$ cat config.mk
export PLATFORM = sky130hd
export DESIGN_NAME = seq_multiplier_16b
export DESIGN_NICKNAME = d
export VERILOG_FILES = /design/src/rtl/seq_multiplier_16b.sv
export SDC_FILE = /design/constraint.sdc
export NUM_CORES = 1
export LEC_CHECK = 0
export ABC_AREA = 1
export ABC_CLOCK_PERIOD_IN_PS = 2750
export BUFFER_PORTS_ARGS = -buffer_cell sky130_fd_sc_hd__buf_2
export CAP_MARGIN = 40
export CORE_ASPECT_RATIO = 1.1
export CORE_MARGIN = 5
export CORE_UTILIZATION = 57
export DETAILED_ROUTE_END_ITERATION = 8
export GPL_TIMING_DRIVEN = 0
export MAX_ROUTING_LAYER = met4
export PLACE_DENSITY = 0.82
export SYNTH_ARGS = -nofsm -noshare
export SYNTH_HDL_FRONTEND = slang
export SYNTH_SLANG_ARGS = --single-unit
$ cat constraint.sdc
create_clock -name clk -period 2.75 [get_ports clk]
set_clock_uncertainty 0.2 [all_clocks]
set_input_delay 0.275 -clock clk [delete_from_list [all_inputs] [get_ports clk]]
set_output_delay 0.275 -clock clk [all_outputs]
set_load 0.01 [all_outputs]
$ cat src/rtl/seq_multiplier_16b.sv
// Iterative shift-add unsigned multiplier, 16b x 16b -> 32b, one add/shift step per clock.
// WIDTH is tied to the 16-bit adder below; only WIDTH=16 is meaningful.

module full_adder_16b (
  input  logic [15:0] i_a,
  input  logic [15:0] i_b,
  input  logic        i_cin,
  output logic [15:0] o_sum,
  output logic        o_cout
);
  assign {o_cout, o_sum} = {1'b0, i_a} + {1'b0, i_b} + {16'd0, i_cin};
endmodule

module seq_multiplier_16b #(
  parameter int WIDTH = 16,
  parameter int CNT_W = 5
) (
  input  logic                 clk,
  input  logic                 rst,
  input  logic                 start,
  input  logic [WIDTH-1:0]     mcand,
  input  logic [WIDTH-1:0]     mplier,
  output logic                 busy,
  output logic                 done,
  output logic [2*WIDTH-1:0]   product,
  output logic                 ovf
);

  typedef enum logic [1:0] {S_IDLE, S_RUN, S_DONE} state_t;

  state_t              r_state;
  state_t              w_state_next;
  logic                w_load;
  logic                w_last;

  logic [WIDTH-1:0]    r_mc;
  logic [WIDTH:0]      r_acc;
  logic [WIDTH-1:0]    r_lo;
  logic [CNT_W-1:0]    r_cnt;
  logic [2*WIDTH-1:0]  r_product;
  logic                r_ovf;

  logic [WIDTH-1:0]    w_add;
  logic                w_cout;
  logic [WIDTH:0]      w_sum;
  logic [WIDTH:0]      w_acc_shift;
  logic [WIDTH-1:0]    w_lo_shift;

  full_adder_16b u_adder (
    .i_a    (r_acc[WIDTH-1:0]),
    .i_b    (r_mc),
    .i_cin  (1'b0),
    .o_sum  (w_add),
    .o_cout (w_cout)
  );

  // r_acc[WIDTH] is always 0 after a shift, so the pass-through path is {0, hi}.
  assign w_sum       = r_lo[0] ? {w_cout, w_add} : r_acc;
  assign w_acc_shift = {1'b0, w_sum[WIDTH:1]};
  assign w_lo_shift  = {w_sum[0], r_lo[WIDTH-1:1]};
  assign w_last      = (r_cnt == CNT_W'(WIDTH - 1));

  always_ff @(posedge clk) begin
    if (rst) r_state <= S_IDLE;
    else     r_state <= w_state_next;
  end

  always_comb begin
    w_state_next = r_state;
    w_load       = 1'b0;
    case (r_state)
      S_IDLE: begin
        if (start) begin
          w_state_next = S_RUN;
          w_load       = 1'b1;
        end
      end
      S_RUN: begin
        if (w_last) w_state_next = S_DONE;
      end
      S_DONE: begin
        if (start) begin
          w_state_next = S_RUN;
          w_load       = 1'b1;
        end else begin
          w_state_next = S_IDLE;
        end
      end
      default: w_state_next = S_IDLE;
    endcase
  end

  always_ff @(posedge clk) begin
    if (rst) begin
      r_mc      <= '0;
      r_acc     <= '0;
      r_lo      <= '0;
      r_cnt     <= '0;
      r_product <= '0;
      r_ovf     <= 1'b0;
    end else if (w_load) begin
      r_mc  <= mcand;
      r_acc <= '0;
      r_lo  <= mplier;
      r_cnt <= '0;
    end else if (r_state == S_RUN) begin
      r_acc <= w_acc_shift;
      r_lo  <= w_lo_shift;
      r_cnt <= r_cnt + 1'b1;
      if (w_last) begin
        r_product <= {w_acc_shift[WIDTH-1:0], w_lo_shift};
        r_ovf     <= |w_acc_shift[WIDTH-1:0];
      end
    end
  end

  assign busy    = (r_state == S_RUN);
  assign done    = (r_state == S_DONE);
  assign product = r_product;
  assign ovf     = r_ovf;

endmodule

# [Word-level counts from Yosys, hierarchy flattened]
# Index checks and enable logic that the tools add are counted.
[classes] n_bitwise=1 mux=9 addsub=2 eq_ne=5 n_reduce_logical=7
[ops] cell="16-bit 2-to-1 mux" n=2
[ops] cell="16-bit by 16-bit adder with 17-bit output" n=1
[ops] cell="17-bit 2-to-1 mux" n=1
[ops] cell="16-bit OR reduction" n=1
[ops] cell="2-bit one-hot mux with 3 select lines" n=1
[ops] cell="5-bit by 1-bit adder with 5-bit output, second input constant" n=1
[ops] cell="5-bit by 4-bit == test with 1-bit output, second input constant" n=1
[ops] cell="2-bit 2-to-1 mux" n=2
[ops] cell="2-bit OR reduction" n=2
[ops] cell="1-bit 2-to-1 mux" n=3
[ops] cell="3-bit AND reduction" n=1
[ops] cell="2-bit by 1-bit == test with 1-bit output, second input constant" n=1
[ops] cell="2-bit == test, second input constant" n=1
[ops] cell="2-bit zero test" n=1
[ops] cell="2-bit by 1-bit inequality test with 1-bit output, second input constant" n=1
[ops] cell="2-bit inequality test, second input constant" n=1
[ops] cell="2-bit AND reduction" n=1
[ops] cell="2-bit nonzero test" n=1
[ops] cell="1-bit NOT" n=1
[totals] input_bits=35 elab_cells=31 reg_bits=88

# [Logic depth before layout (Yosys ltp)]
# Gate-level depths: netlist of the first run.
[depth] depth_word=5 depth_mapped=15 mapped_depth_nobuf=15

# [Modules after synthesis]
# A second synthesis of the first run with hierarchy kept.
[unflattened] cells_unflattened=653 area_unflattened_um2=4553.1
[modules_own_cells] mod="seq_multiplier_16b" area_per_inst_um2=3567.2 cells_per_inst=469 instances=1 seq_area_each_um2=1761.7
[modules_own_cells] mod="full_adder_16b" area_per_inst_um2=985.9 cells_per_inst=184 instances=1 seq_area_each_um2=0.0

# [Worst setup path before layout of the first run]
# Ideal clock, no wire load.
[synth_timing] path_kind="reg2reg" from="register r_mc[0]" to="register r_ovf (netlist: ovf)" path_buffers=0 arrival_ns=1.759 path_stages_with_launch=15 setup_slack_ns=0.673 path_cell_list="dfxtp_1 -> ha_1 -> fa_1 -> nand2_2 -> nand2_2 -> nand3_2 -> nand2_2 -> nand2_1 -> nand3b_1 -> nand3_2 -> nand2_2 -> nor2_2 -> nand2_1 -> nor2_1 -> nor2_1"
[synth_via] elab_chain_len=3
[synth_rtl] item="start: declaration" line="36" text="logic [WIDTH-1:0] r_mc;"
[synth_rtl] item="start signal: assignment" line="102" text="r_mc <= mcand;"
[synth_rtl] item="16-bit by 16-bit adder with 17-bit output" line="11" text="assign {o_cout, o_sum} = {1'b0, i_a} + {1'b0, i_b} + {16'd0, i_cin};"
[synth_rtl] item="17-bit 2-to-1 mux" line="58" text="assign w_sum = r_lo[0] ? {w_cout, w_add} : r_acc;"
[synth_rtl] item="16-bit OR reduction" line="112" text="r_ovf <= |w_acc_shift[WIDTH-1:0];"
[synth_rtl] item="end signal: assignment" line="112"
[synth_rtl] item="end: declaration" line="41" text="logic r_ovf;"
# Every way passes these cells.
# A chain may end at the register's enable or synchronous reset.

# [Final worst setup path of the first run]
# Same ends and word-level chain as after synthesis.

==> results.yml, run 1 <==
run_status:
  status: "finished clean"
clocking:
  cts_made_buffers: 9
  clk_path_buf_depth: 2
  cts.sinks: 88
  cts_setup_buffers: 0
  cts_tree: "done"
  clk_pin_slew_ns: 0.10
  cts_root_buf: "clkbuf_8"
  ctsHtreeMaxLevel: 3
  insertion_delay_ns: 0.38
finish:
  antennaDiodeCount: 0
  drive_above_1_share_pct: 17.4
  fin_util_pct: 70.3
  syn_to_final_growth_pct: 18.9
  nets: 789
  layout_common_cells: "131 x nand2_1, 88 x dfxtp_1, 87 x inv_1"
  layout_commonest_cell: "nand2_1"
  fillers: 652
placement:
  place_congestion: 0.924
  port_buffers: 68
  place_hpwl_mm: 9.40
synth:
  synth_nets: 692
  syn_inst: 638
  seq_area_frac_synth_pct: 39.4
  synth_area_mm2: 0.00447
  yosysWarnings: 0
  avgSynthCellArea_um2: 7.00
  yosys.cell_types.count: 36
  ys_seq_elements: 88
route:
  ant_nets: 0
  drt_iter0_markers: 308
  routedWlPerCell_um: 14.7
  drc: 0
  route.vias.total: 4530
  drt_pass1_iterations: 5
  routed_via_density: 5.36
  routed_wl_mm: 12.4
timing:
  slew-limit-headroom_pct: 59.9
  fin_crit_ns: 2.43
  finalHoldViolCount: 0
  final_max_slew_viol_count: 0
  period_share_pct: 88.5
  fmax_mhz: 411
  tns_ns: 0
  rsz0062_at_grt: "false"
  setup_violations: 0
  worst_pin_slew_ns: 0.602
critical_path:
  criticalPathCategory: "register to register"
  crit_path_end_kind: "register"
  r2r-end: "ovf"
  timing.rr.start: "r_mc[0]"
  cp-start-kind: "register"
  crit_fanout: 4
  rrSetupSlack_ns: 0.32
  worstPathRequired_ns: 2.82
  crit_arrival_ns: 2.50
  reg2reg_depth: 14
power_and_ir_drop:
  ir_drop_uv: 439
  power.density_mw_per_mm2: 518
  p_leak_uw: 0.00266
floorplanning:
  ios: 70
  fp.dieW_um: 94.4
  start_util_pct: 59.1
  coreArea_mm2: 0.00756
  die_y_um: 103
  rows: 33
  die_area_mm2: 0.00971
global_route:
  grt_max_degree: 19
  grt_pass1_wl_mm: 20.3
  first_global_vias: 4367
  grt_overflow_total: 0
  track_usage_pct: 27.6
  grt_antenna_before_repair: 0
worst_hold_path:
  holdCritStartpoint: "mplier[15]"
  hold_end: "r_lo[15]"
  hp-class: "primary input to register"
  holdPathStages: 3
flow_run:
  drv_cap: 0
## registers in the layout (all words and copies together), names as in the netlist
name / flops
r_state: 2
ovf: 1
r_lo: 16
r_cnt: 5
r_acc: 16
product: 32
r_mc: 16
## worst max-delay path: stages, from the launching register on
cell     delay (ns)
dfxtp_1        0.33
ha_1           0.24
fa_1           0.42
nand2_2        0.11
nand2_2        0.10
nand3_2        0.10
nand2_2        0.08
nand2_1        0.06
nand3_1        0.07
nand2_1        0.13
nand3_1        0.11
nor2_1         0.15
nand3_1        0.10
nor2_1         0.10
nor2_1         0.05
## repair_timing
item                                    CTS  global route
endpoints found under the setup margin    0             0
gates resized for setup                   0             0
hold buffers                             18             0
endpoints found under the hold margin    18             0
## report_power, final
part	switching, µW	internal, µW	leakage [µW]
Sequential	41.1	1340	0.000719
Clock	541	353	0.0000955
Combinational	308	175	0.00185
## through the flow
step	hold WS, ns	instances	setup WS, ns	area (µm²)	total power, µW
final	0.0210	845	0.316	5310	2750
after global routing	0.0380	845	0.129	5310	2880
after CTS	0.0103	845	0.334	5310	2740
after detailed placement	0.256	811	0.359	4940	1860
after global placement	0.260	811	0.414	4940	1840
after floorplan	0.241	638	0.673	4470	1720
## cell type report
type                       count  area [µm²]  area share (%)
multi-input combinational    429        2230            41.9
timing repair buffer          86         520            9.80
clock buffer                   9         124            2.33
buffer                        26         123            2.31
sequential                    88        1760            33.2
inverter                      95         357            6.71
tap                          105         131            2.47
clock inverter                 7        70.1            1.32
## logic make-up (layout without fill, tap and decap cells)
family          Yosys count  in the layout  synth area share (%)
flops                    88             88                  39.4
buf+inv                 121            223                  10.7
fa+ha+maj                19             19                  5.49
mux                       1              1                 0.224
compound gates          130            130                  16.5
simple gates            279            279                  27.6
## synth_stat cells (all sizes together)
library cell,number,area (µm²)
o22ai,1,6.26
nand3b,1,7.51
buf,10,51.3
fa,1,20.0
nor3,4,25.0
nand2,139,542
clkbuf,16,71.3
a221oi,14,123
o211ai,7,52.6
inv,95,357
a211oi,2,15.0
nor2,73,310
nand3,54,295
ha,18,225
or2,5,33.8
and2,2,12.5
o21ai,72,364
nor4,1,6.26
mux2i,1,10.0
a21oi,34,178
dfxtp,88,1760
## metal layers
layer / GRT usage (%) / vias up / routed length (µm)
li1: - / 2256 / -
met1: 31.8 / 2097 / 5380
met2: 47.9 / 140 / 6100
met3: 4.60 / 37 / 586
met4: 11.2 / 0 / 376
met5: - / - / 0
## worst max-delay path by stage
stage	slack, ns	end	depth (start not counted)	from
6_report	0.32	ovf	14	r_mc[0]
3_5_place_dp	0.36	ovf	14	r_mc[0]
5_1_grt	0.13	ovf	14	r_mc[0]
2_1_floorplan	0.67	ovf	14	r_mc[0]
3_3_place_gp	0.41	ovf	14	r_mc[0]
4_1_cts	0.33	ovf	14	r_mc[0]
Power figures use the tool's default switching activity.
==> run 2, diff against run 1 <==
--- a/config.mk
+++ b/config.mk
@@ -15,7 +15,8 @@
 export DETAILED_ROUTE_END_ITERATION = 8
 export GPL_TIMING_DRIVEN = 0
 export MAX_ROUTING_LAYER = met4
-export PLACE_DENSITY = 0.82
+export PLACE_DENSITY = 0.91
+export SETUP_SLACK_MARGIN = 0.4
 export SYNTH_ARGS = -nofsm -noshare
 export SYNTH_HDL_FRONTEND = slang
 export SYNTH_SLANG_ARGS = --single-unit
==> results.yml, run 2 (same netlist as run 1, synthesis figures left out) <==
power_and_ir_drop:
  combPwrFrac_pct: 17.3
  clock_power_share_pct: 34.7
  power_uw: 2870
  seqPwrFrac_pct: 48.1
  intPower_uw: 1970
  sw_frac_of_total_pct: 31.5
  ir_drop_uv: 391
  power.density_mw_per_mm2: 530
  p_leak_uw: 0.00269
  net-switching-power_uw: 904
worst_hold_path:
  holdCritStartpoint: "mplier[6]"
  hold_end: "r_lo[6]"
  holdPathStages: 3
  hp-class: "primary input to register"
critical_path:
  timing.rr.start: "r_acc[0]"
  worstPathRequired_ns: 2.82
  crit_fanout: 3
  crit_arrival_ns: 2.54
  rrSetupSlack_ns: 0.29
  criticalPathCategory: "register to register"
  cp_top_family: "simple AND/OR/NAND/NOR gates"
  crit_path_end_kind: "register"
  reg2reg_depth: 14
  crit_chain: "ha_4 > fa_1 > inv_1 > nand2_1 > nand2_1 > nand3_2 > nor2_2 > nand3_1 > nor2_2 > nand3_1 > nor2_1 > nand3_1 > nor2_1 > nor2_1"
  critPathSlowestCell: "fa_1"
  r2r-end: "ovf"
  cpPeakStageDelay_ns: 0.43
  cp.buffers_inverters: 1
  cp-start-kind: "register"
timing:
  fin_ws_ns: 0.286
  rsz0062_at_grt: "true"
  setup_violations: 0
  final_max_slew_viol_count: 0
  tns_ns: 0
  fin_crit_ns: 2.46
  period_share_pct: 89.6
  fmax_mhz: 406
  finalHoldViolCount: 0
  worst_pin_slew_ns: 0.593
  slew-limit-headroom_pct: 60.5
route:
  drt_pass1_iterations: 5
  route.vias.total: 4679
  ant_nets: 0
  routed_wl_mm: 12.9
  drt_iter0_markers: 285
  routedWlPerCell_um: 15.3
  routed_via_density: 5.52
  drc: 0
floorplanning:
  fp.dieW_um: 94.4
  die_y_um: 103
  start_util_pct: 59.1
  die_area_mm2: 0.00971
  coreArea_mm2: 0.00756
  rows: 33
  ios: 70
flow_run:
  drv_cap: 0
placement:
  place_congestion: 0.918
  post_dp_cell_area_mm2: 0.00494
  place_hpwl_mm: 9.42
  preCtsSetupSlack_ns: 0.369
  port_buffers: 68
finish:
  layout_common_cells: "130 x nand2_1, 87 x inv_1, 84 x dfxtp_1"
  antennaDiodeCount: 0
  fin_util_pct: 71.6
  largest_reg_flops: 32
  drive_above_1_share_pct: 19.5
  syn_to_final_growth_pct: 21.1
  final_area_mm2: 0.00541
  nets: 792
  layout_commonest_cell: "nand2_1"
global_route:
  grt_max_degree: 19
  track_usage_pct: 28.2
  grt_overflow_total: 0
  grt_antenna_before_repair: 0
  first_global_vias: 4610
  grt_pass1_wl_mm: 20.7
clocking:
  ctsHtreeMaxLevel: 3
  cts_made_buffers: 9
  cts_root_buf: "clkbuf_8"
  insertion_delay_ns: 0.37
  cts_tree: "done"
  clk_pin_slew_ns: 0.10
  cts.sinks: 88
  clk_path_buf_depth: 2
run_status:
  status: "finished clean"
## run 2: cell count changes in the layout (fill, tap and decap cells not counted), sizes merged
cell and delta:
clkbuf +1, buf +2, clkinvlp -1, bufinv +1
## run 2: cell type report
cell class	count	area (µm²)
clock buffers	9	124
fillers	584	2140
well taps	105	131
plain buffers	26	126
multi-input cells	429	2270
inverters	95	357
clock inverters	7	95.1
flip-flops and latches	88	1770
repair buffers	89	543
## run 2: worst max-delay path by stage
| stage | to | startpoint | depth (start not counted) |
|---|---|---|---|
| floorplan | ovf | r_mc[0] | 14 |
| global placement | ovf | r_mc[0] | 14 |
| detailed placement | ovf | r_mc[0] | 14 |
| CTS | ovf | r_mc[0] | 14 |
| global route | ovf | r_mc[0] | 14 |
| finish | ovf | r_acc[0] | 14 |
## run 2: power groups by stage
stage	sequential, µW	combinational, µW	clock, µW
after global routing	1390	552	1060
after detailed placement	1400	449	0
after floorplan	1390	330	0
final	1380	495	994
after CTS	1380	476	993
after global placement	1400	433	0
## run 2: tightest hold or removal path, cell delays in order
cell and delay, ns:
buf_2 0.09, o21ai_0 0.14, a221oi_1 0.05
## run 2: per-stage QoR
step | hold slack [ns] | instances
finish | 0.0229 | 848
global route | 0.0440 | 848
CTS | 0.0121 | 846
detailed placement | 0.261 | 811
global placement | 0.258 | 811
floorplan | 0.241 | 638
## run 2: repair_timing
action,in CTS,in global routing
setup endpoints to repair,2,32
resized for setup,6,11
endpoints found under the hold margin,18,0
pin swaps,1,10
cloned,0,0
buffers inserted,1,2
hold buffers,18,0
## run 2: layer usage
metal  vias to the layer above  wire (µm)  global-route usage (%)
met4                         0        600                    16.1
li1                       2270          -                       -
met5                         -          0                       -
met2                       202       6180                    45.7
met1                      2151       5260                    32.6
met3                        56        900                    5.40
==> run 3, diff against run 2 <==
--- a/config.mk
+++ b/config.mk
@@ -13,7 +13,7 @@
 export CORE_MARGIN = 5
 export CORE_UTILIZATION = 57
 export DETAILED_ROUTE_END_ITERATION = 8
-export GPL_TIMING_DRIVEN = 0
+export GPL_TIMING_DRIVEN = 1
 export MAX_ROUTING_LAYER = met4
 export PLACE_DENSITY = 0.91
 export SETUP_SLACK_MARGIN = 0.4
==> constraint.sdc (replaced) <==
create_clock -name clk -period 2.75 [get_ports clk]
set_clock_uncertainty 0.2 [all_clocks]
set_input_delay 0.275 -clock clk [delete_from_list [all_inputs] [get_ports clk]]
set_output_delay 0.275 -clock clk [all_outputs]
set_load 0.005 [all_outputs]
==> results.yml, run 3 (same netlist as run 1, synthesis figures left out) <==
run_status:
  status: "finished clean"
placement:
  place_hpwl_mm: 8.78
  place_congestion: 0.923
  dp.cells: 794
  port_buffers: 69
  preCtsSetupSlack_ns: 0.418
clocking:
  ctsHtreeMaxLevel: 3
  insertion_delay_ns: 0.37
  clk_pin_slew_ns: 0.09
  cts_tree: "done"
  cts.sinks: 88
  clk_path_buf_depth: 2
  cts_root_buf: "clkbuf_8"
  cts_made_buffers: 9
global_route:
  grtUsageMet3_pct: 5.26
  track_usage_pct: 26.6
  met2_usage_pct: 45.2
  grt_max_degree: 44
  busiest_layer: "met2"
  first_global_vias: 4363
  grt_pass1_wl_mm: 19.7
  grt_overflow_total: 0
  grt_antenna_before_repair: 0
  grtUsageMet1_pct: 30.4
floorplanning:
  start_util_pct: 59.1
  ios: 70
  coreArea_mm2: 0.00756
  die_y_um: 103
  die_area_mm2: 0.00971
  rows: 33
  fp.dieW_um: 94.4
critical_path:
  crit_fanout: 3
  cp.buffers_inverters: 1
  critPathSlowestCell: "fa_2"
  cp-start-kind: "register"
  cpPeakStageDelay_ns: 0.44
  criticalPathCategory: "register to register"
  crit_chain: "ha_4 > fa_2 > inv_1 > nand2_1 > nand2_1 > nand3_1 > nor2_1 > nand3_1 > nor2_1 > nand3_1 > nor2_1 > nand3_1 > nor2_1 > nor2_1"
  path_common_cell: "nor2_1"
  crit_arrival_ns: 2.34
  cp_top_family: "simple AND/OR/NAND/NOR gates"
  worstPathRequired_ns: 2.81
  crit_path_end_kind: "register"
timing:
  period_share_pct: 82.8
  slew-limit-headroom_pct: 70.7
  fmax_mhz: 439
  final_max_slew_viol_count: 0
  rsz0062_at_grt: "false"
  finalHoldViolCount: 0
  fin_ws_ns: 0.474
  tns_ns: 0
  worst_pin_slew_ns: 0.439
  setup_violations: 0
  fin_crit_ns: 2.28
power_and_ir_drop:
  power_uw: 2810
  ir_drop_uv: 353
  seqPwrFrac_pct: 49.1
  combPwrFrac_pct: 16.8
  sw_frac_of_total_pct: 30.7
  clock_power_share_pct: 34.1
  intPower_uw: 1950
  power.density_mw_per_mm2: 527
  net-switching-power_uw: 861
  p_leak_uw: 0.00267
worst_hold_path:
  hp-class: "primary input to register"
finish:
  layout_commonest_cell: "nand2_1"
  syn_to_final_growth_pct: 19.3
  largest_reg_flops: 32
  nets: 776
  layout_common_cells: "131 x nand2_1, 87 x inv_1, 86 x dfxtp_1"
  antennaDiodeCount: 0
  drive_above_1_share_pct: 19.0
  final_cells: 832
route:
  ant_nets: 0
  drt_pass1_iterations: 5
  routed_via_density: 5.46
  routed_wl_mm: 12.4
  drc: 0
  drt_iter0_markers: 272
  route.vias.total: 4541
  routedWlPerCell_um: 15.0
flow_run:
  drv_cap: 0
==> run 3: changes by cell type in the layout (fill, tap and decap cells not counted), sizes merged <==
| cell | before | now |
|---|---|---|
| clkbuf | 26 | 9 |
| dlygate4sd3 | 18 | 19 |
| clkinv | 2 | 0 |
| clkinvlp | 0 | 2 |
==> run 3: cell type report <==
| type | count | area, µm² |
|---|---|---|
| tap | 105 | 131 |
| sequential | 88 | 1760 |
| timing repair buffer | 99 | 618 |
| fill | 589 | 2230 |
| clock buffer | 9 | 124 |
| multi-input combinational | 429 | 2250 |
| clock inverter | 7 | 85.1 |
| inverter | 95 | 359 |
==> run 3: per-layer routing <==
metal,up-vias,part of all wire (%)
met2,198,49
met4,0,3.2
met5,-,0
li1,2230,-
met1,2073,41
met3,40,6.4
==> run 3: power groups by stage <==
stage,registers (µW),logic [µW],clock network [µW]
after floorplan,1390,329,0
after global placement,1400,423,0
after detailed placement,1410,438,0
after CTS,1380,462,965
after global routing,1390,527,1030
final,1380,472,957
==> run 3: worst paths after layout <==
check                           cells past startpoint  slack, ns   startpoint          end
worst max-delay path                               14       0.47     r_acc[0]          ovf
worst min-delay path                                3       0.03    mplier[8]      r_lo[8]
worst max register to register                     14       0.47     r_acc[0]          ovf
worst min register to register                      2       0.27  product[24]  product[24]
==> run 3: repair_timing <==
action / CTS / global route
gates resized for setup: 2 / 7
buffers inserted: 0 / 3
endpoints found under the hold margin: 20 / 0
hold buffers: 19 / 0
endpoints found under the setup margin: 1 / 9
pin swaps: 0 / 2
==> run 3: worst min-delay path: stages <==
cell and delay (ns):
buf_2 0.09, o21ai_0 0.14, a221oi_1 0.05
==> run 3: through the flow <==
stage / util (%) / hold slack (ns) / instance area [µm²]
final: 70.5 / 0.0343 / 5330
after global routing: 70.5 / 0.0404 / 5330
after CTS: 69.9 / 0.0196 / 5290
after detailed placement: 64.6 / 0.265 / 4880
after global placement: 64.6 / 0.262 / 4880
after floorplan: - / 0.241 / 4470
